$ cat src/rtl/stage_ifetch_queue.sv
`default_nettype none
// ============================================================================
// Module      : stage_ifetch_queue
// Description : Prefetching instruction-fetch stage. Owns the program counter,
//               fetches opcodes from a combinational-read instruction memory
//               into a DEPTH-entry queue and presents the head to decode over
//               a valid/ack handshake. A redirect flushes the queue and
//               restarts fetch at a new address.
// Revision    : 1.0 - initial release
// ============================================================================
module stage_ifetch_queue #(
  parameter int A_WIDTH = 12,
  parameter int D_WIDTH = 8,
  parameter int DEPTH   = 4
) (
  input  logic                     clk,
  input  logic                     reset,
  output logic                     ice,
  output logic [A_WIDTH-1:0]       ia,
  input  logic [D_WIDTH-1:0]       id,
  input  logic                     redirect,
  input  logic [A_WIDTH-1:0]       redirect_pc,
  output logic                     valid,
  output logic [D_WIDTH-1:0]       opcode,
  output logic [A_WIDTH-1:0]       opcode_pc,
  input  logic                     ack_in,
  output logic [$clog2(DEPTH):0]   level
);

  localparam int PTR_W = $clog2(DEPTH);
  localparam int CNT_W = PTR_W + 1;
  localparam logic [CNT_W-1:0] C_FULL = CNT_W'(DEPTH);

  // Architectural state
  logic [A_WIDTH-1:0] r_fetch_pc;
  logic [PTR_W-1:0]   r_rd_ptr;
  logic [PTR_W-1:0]   r_wr_ptr;
  logic [CNT_W-1:0]   r_count;

  // Queue storage; contents are don't-care until count says otherwise,
  // so the entries themselves carry no reset.
  logic [A_WIDTH-1:0] r_pc_mem [DEPTH];
  logic [D_WIDTH-1:0] r_op_mem [DEPTH];

  logic w_push;
  logic w_pop;
  logic w_not_empty;

  // Fetch is suppressed during reset, during a redirect cycle and when full.
  // A pop from a full queue deliberately does not open a slot in the same
  // cycle, which keeps ice free of any path from ack_in.
  always_comb begin
    w_not_empty = (r_count != '0);
    w_push      = reset && !redirect && (r_count != C_FULL);
    w_pop       = w_not_empty && ack_in && !redirect;
  end

  // Memory-side and decode-side outputs
  always_comb begin
    ice       = w_push;
    ia        = r_fetch_pc;
    valid     = w_not_empty;
    level     = r_count;
    opcode    = w_not_empty ? r_op_mem[r_rd_ptr] : '0;
    opcode_pc = w_not_empty ? r_pc_mem[r_rd_ptr] : '0;
  end

  // Queue entry write on every fetch
  always_ff @(posedge clk) begin
    if (w_push) begin
      r_pc_mem[r_wr_ptr] <= r_fetch_pc;
      r_op_mem[r_wr_ptr] <= id;
    end
  end

  // Control state: reset beats redirect, redirect beats push/pop
  always_ff @(posedge clk) begin
    if (!reset) begin
      r_fetch_pc <= '0;
      r_rd_ptr   <= '0;
      r_wr_ptr   <= '0;
      r_count    <= '0;
    end else if (redirect) begin
      r_fetch_pc <= redirect_pc;
      r_rd_ptr   <= '0;
      r_wr_ptr   <= '0;
      r_count    <= '0;
    end else begin
      if (w_push) begin
        r_wr_ptr   <= r_wr_ptr + 1'b1;
        r_fetch_pc <= r_fetch_pc + 1'b1;
      end
      if (w_pop) begin
        r_rd_ptr <= r_rd_ptr + 1'b1;
      end
      case ({w_push, w_pop})
        2'b10:   r_count <= r_count + 1'b1;
        2'b01:   r_count <= r_count - 1'b1;
        default: r_count <= r_count;
      endcase
    end
  end

endmodule
`default_nettype wire
$ cat config.mk
export PLATFORM = sky130hd
export DESIGN_NAME = stage_ifetch_queue
export DESIGN_NICKNAME = d
export VERILOG_FILES = /design/src/rtl/stage_ifetch_queue.sv
export SDC_FILE = /design/constraint.sdc
export NUM_CORES = 1
export LEC_CHECK = 0
export ABC_CLOCK_PERIOD_IN_PS = 2200
export BUFFER_PORTS_ARGS = -buffer_cell sky130_fd_sc_hd__buf_2
export CAP_MARGIN = 20
export CORE_MARGIN = 2
export CORE_UTILIZATION = 50
export CTS_BUF_LIST = sky130_fd_sc_hd__clkbuf_8
export DETAILED_ROUTE_END_ITERATION = 16
export HOLD_SLACK_MARGIN = 0.03
export PLACE_DENSITY = 0.72
export SLEW_MARGIN = 20
export SYNTH_ARGS = -nofsm -noshare
export SYNTH_HDL_FRONTEND = slang
export SYNTH_SLANG_ARGS = --single-unit
$ cat constraint.sdc
create_clock -name clk -period 2.2 [get_ports clk]
set_clock_uncertainty 0.05 [all_clocks]
set_input_delay 0.11 -clock clk [delete_from_list [all_inputs] [get_ports clk]]
set_output_delay 0.11 -clock clk [all_outputs]
set_load 0.02 [all_outputs]
# Yosys cells after proc, flatten, opt, wreduce, memory -nomap -nowiden
# Memories as Yosys holds them, arrays and structs flattened. A register that Yosys moved wholly into a read port is not among the register bits.
# Index checks and enable logic that the tools add are counted.
# W data, S select, Z words.
# word_totals
reg_bits,19
ram_bits,80
in_bits,24
output_inout_bits,37
elab_cells,35
memories,2
# classes
add_sub_neg,5
n_eq_ne,3
mux,11
n_bitwise,1
reduce_logical,9
# memory_table
memory,words,width,rd,rd_clocked_by_memory_dff,write_ports,line,source
r_pc_mem,4,12,1,1,1,42,logic [A_WIDTH-1:0] r_pc_mem [DEPTH];
r_op_mem,4,8,1,1,1,43,logic [D_WIDTH-1:0] r_op_mem [DEPTH];
# ops
operator,n
$mux W12,3
$add A12 B1 Y12 const B,1
$mux W2,4
$mux W8,1
$pmux W3 S2,1
$add A2 B1 Y2 const B,2
$logic_and A1 B1 Y1,4
$reduce_bool A2 Y1,2
$add A3 B1 Y3 const B,1
$ne A3 B3 Y1 const B,1
$reduce_bool A3 Y1,1
$sub A3 B1 Y3 const B,1
$eq A2 B1 Y1 const B,1
$eq A2 B2 Y1 const B,1
$mux W1,2
$reduce_or A2 Y1,1
$logic_not A1 Y1,1
$not A1 Y1,1

# Logic depth before layout (Yosys ltp)
# depth
depth_word,5
depth_mapped,9
ltp_nobuf,8

# Worst setup path before layout
# Ideal clock, no wire load.
# synth_timing
path_type,reg-to-reg
from,"reg r_count[0], in the netlist level[0]"
to,"reg r_count[2], in the netlist level[2]"
setup_ns,0.070
arrival_ns,2.191
required_time_ns,2.080
path_slack_ns,-0.111
path_stages_with_launch,9
n_path_buf,0
synth_period_minus_slack_ns,2.311
cell_sequence,dfxtp_1 nor3_1 nor3b_1 ha_1 inv_1 fa_1 xor2_1 or3_1 a21oi_1
# synth_between
elab_chain_len,5
word_cells_on_any_way,11
classes_between,add/sub (2); eq/ne (3); mux (1); reduce/logical (5)
# synth_lines
item,line,source
start: declaration,38,logic [CNT_W-1:0] r_count;
start signal: assignment,97,2'b10: r_count <= r_count + 1'b1;
start signal: assignment,98,2'b01: r_count <= r_count - 1'b1;
start signal: assignment,99,default: r_count <= r_count;
$reduce_bool A3 Y1 (*),53,w_not_empty = (r_count != '0);
$logic_and A1 B1 Y1 (*) (2 in series),55,w_pop = w_not_empty && ack_in && !redirect;
named net w_pop,46,logic w_pop;
$eq A2 B1 Y1 / $eq A2 B2 Y1 (equally long branches),96,"case ({w_push, w_pop})"
$pmux W3 S2 / $reduce_bool A2 Y1 (equally long branches),n/a,
# Mark *: on every way through the listed nets, which the timed path passes. The rest lies on a longest branch.
# A chain may end at the register's enable or synchronous reset.

# Worst setup path after layout
# layout_timing
from,"reg r_count[0], in the netlist level[0]"
to,"reg r_count[2], in the netlist level[2]"
# layout_between
elab_chain_len,5
word_cells_on_any_way,11
classes_between,add/sub (2); eq/ne (3); mux (1); reduce/logical (5)
# layout_lines
item,line
$reduce_bool A3 Y1,53
$logic_and A1 B1 Y1 (2 in series),55
$eq A2 B1 Y1 / $eq A2 B2 Y1 (equally long branches),96
$pmux W3 S2 / $reduce_bool A2 Y1 (equally long branches),n/a
# Parallel ways exist; a longest one is shown, timed or not.

==> summary.txt <==
Min Tclk post-route - 2.088 ns
Largest cells by area after synthesis - edfxtp_1 (57%), mux4_2 (11%), dfxtp_1 (9.9%)
Slew headroom - 69.16%
Share of cells above drive strength 1 - 35.47%
Max incr delay on CP - 0.38 ns
I/O pins - 61
Initial core utilization - 51.44%
Max Cap Viol - 0
Post-synth EDFFs - 80
RSZ-0062 raised after global routing - no
Run status - complete, no violations
Post-Syn Nets - 290
Die H - 95.94 um
Core Region - 8217 sq um
Startpoint types - flop
Crit path to - level[2]
PwrDens - 698.4 nW/um^2
Leakage power - 1.847 nW
Antenna-violating nets left - 0
Average via count per standard cell - 5.365
Yosys warning count - 0
Slew @ Worst Pin - 0.4584 ns
Vias - 2484
Req. time, crit path - 2.43 ns
Initial drt markers - 133
Fill count - 603
Clock buffer depth - 2
Final setup TNS - 0 ns
Port bufs - 60
Dpl cells - 425
Detailed placement HPWL - 5.122 mm
Reg clk slew, reported paths - 0.09 ns
FMAX - 478.8 MHz
Slowest CP cell - dfxtp_4
Vias in the first global route - 2361
Final period util - 94.93%
First-pass iteration count of the detailed router - 4
Largest net degree at the start of global routing - 23
# DRC - 0
Row cnt - 33
Worst Setup SP - level[0]
Routed Wire Length - 8.077 mm
Dpl ws - -0.03444 ns
CTS Buf Count - 9
CP Capture Type - flop
Post-route setup slack - 0.1116 ns
Final hold violation count - 0
Cell Chain, Critical Path - nor3b_4 -> or2_4 -> ha_2 -> inv_1 -> fa_2 -> xor2_1 -> or3_1 -> a21oi_2
CTS tree - built
Chip width - 95.94 um
H-tree Lvls - 3
Cell count after synthesis - 259
Reg2Reg Setup Slack - 0.11 ns
Clk_lat worst skew - 0.36 ns
R2r endpoint - level[2]
Worst vdd ir - 347.6 uV
Asr flop ratio synth - 0%
Final Slew Violations - 0
Top FF cell, synth - edfxtp_1
Nets - 384
Post-synth top area cell - edfxtp_1
Clock root buffer - clkbuf_8
Area share of the largest cell type after synthesis - 56.84%
Total grt overflow - 0
Finished Layout Cells - 463
HP Class - input port to flop
Initial antenna violation count - 0
Synth cell types - 42
Flops & latches, synth - 101
Register area share after synthesis - 66.79%
WP data arrival - 2.32 ns
Clk sinks - 101
Die area - 9204 sq um
Tot GR Track Use - 18.94%
Inserted Diodes - 0
Reg2reg start - level[0]
Worst r2r path cells - 8
Routability congestion estimate - 0.7876
Area grow syn2layout - 22.53%
Mean Syn Cell Area - 16.32 sq um
Average wire per standard cell - 17.44 um
Setup CP Type - flop to flop
First-pass GRT wire length - 12.51 mm
Crit Path Max Fanout - 5
Synth Cell Area - 4227 sq um
Final Setup Violations - 0
==> kinds of logic (layout without fill, tap and decap cells) <==
kind of cell,count (synthesis),after routing,synth area share [%]
muxes,25,25,11.84
and+or+nand+nor,70,70,11.13
buffers and inverters,21,120,2.368
adders and majority gates,7,7,2.250
xor gates and xnor gates,11,11,2.280
AOI/OAI and AO/OA,24,24,3.346
DFF,101,101,66.78
==> cell usage after synthesis, types with 2 or more instances <==
| master | number |
|---|---|
| a21oi_1 | 8 |
| a32oi_1 | 2 |
| and2_1 | 6 |
| buf_2 | 2 |
| buf_6 | 2 |
| clkbuf_1 | 7 |
| dfxtp_1 | 21 |
| edfxtp_1 | 80 |
| ha_1 | 6 |
| inv_1 | 9 |
| mux2i_1 | 5 |
| mux4_2 | 20 |
| nand2_1 | 6 |
| nand3_1 | 3 |
| nand4_1 | 3 |
| nor2_1 | 9 |
| nor2b_1 | 22 |
| nor3_1 | 3 |
| nor4_1 | 3 |
| nor4b_1 | 2 |
| o21ai_0 | 10 |
| xnor2_1 | 8 |
| xor2_1 | 3 |
==> area by class of cell <==
cell class | instances | area, sq um | area share (%)
sequential | 101 | 2831 | 54.68
multi-input combinational | 137 | 1325 | 25.59
timing repair buffer | 95 | 650.6 | 12.56
clock buffer | 10 | 137.6 | 2.658
tap | 105 | 131.4 | 2.537
clock inverter | 6 | 68.82 | 1.329
inverter | 9 | 33.78 | 0.6523
==> flip-flops by register name (all words and copies together), names as in the netlist, named ones only <==
name / flops
ia: 12
level: 3
r_op_mem: 32
r_pc_mem: 48
r_rd_ptr: 2
r_wr_ptr: 2
==> worst max-delay path, delay by kind of cell (launching register included) <==
family	cells	cell delay [ns]
buf+inv	1	0.06
compound gates	1	0.15
xor+xnor	1	0.16
fa+ha+maj	2	0.53
flops	1	0.38
simple gates	3	0.71
==> stage by stage <==
step	power (mW)	hold WS (ns)	util, %	instance area, sq um
2_1_floorplan	2.345	0.1589	-	4230
3_3_place_gp	2.442	0.2728	57.64	4736
3_5_place_dp	2.452	0.2776	57.64	4736
4_1_cts	3.646	0.1748	62.65	5147
5_1_grt	3.765	0.1869	63.03	5179
6_report	3.617	0.1925	63.03	5179
==> where the power goes <==
part	switching (mW)	internal, mW	total, mW
combinational	0.147	0.130	0.277
clock	0.616	0.565	1.18
sequential	0.0484	2.11	2.16
total	0.811	2.81	3.62
==> layout by cell type, fill, tap and decap left out, types with 8 or more instances in the layout <==
cell | Yosys | final
edfxtp_1 | 80 | 80
dfxtp_1 | 21 | 18
clkbuf_8 | 0 | 10
nor2b_1 | 22 | 22
dlygate4sd3_1 | 0 | 20
inv_1 | 9 | 9
mux4_2 | 20 | 20
buf_2 | 2 | 60
nor2_1 | 9 | 9
o21ai_0 | 10 | 10
xnor2_1 | 8 | 8
buf_4 | 1 | 12
==> worst min path at each step <==
stage	startpoint	end	slack, ns	cells after the start
CTS	reset	ia[6]	0.17	4
floorplan	id[0]	r_op_mem[0][0]	0.16	0
detailed placement	id[1]	r_op_mem[3][1]	0.28	1
global route	reset	ia[8]	0.19	3
global placement	id[3]	r_op_mem[2][3]	0.27	1
finish	redirect	ia[11]	0.19	3
==> timing repair <==
item,CTS,global route
pin swaps,0,3
buffers inserted,0,2
endpoints found under the setup margin,1,1
gates resized for setup,1,6
hold buffers,20,0
hold endpoints to repair,44,0
==> metal layers <==
metal	wire length, um	part of all wire (%)	GRT usage (%)	vias to the layer above
met5	0	0	0	-
met4	98	1.2	8.571	0
met3	403	5.0	3.524	8
met2	4224	52	31.29	67
met1	3351	41	24.52	1232
li1	-	-	-	1177
(Power assumes the default switching activity.)
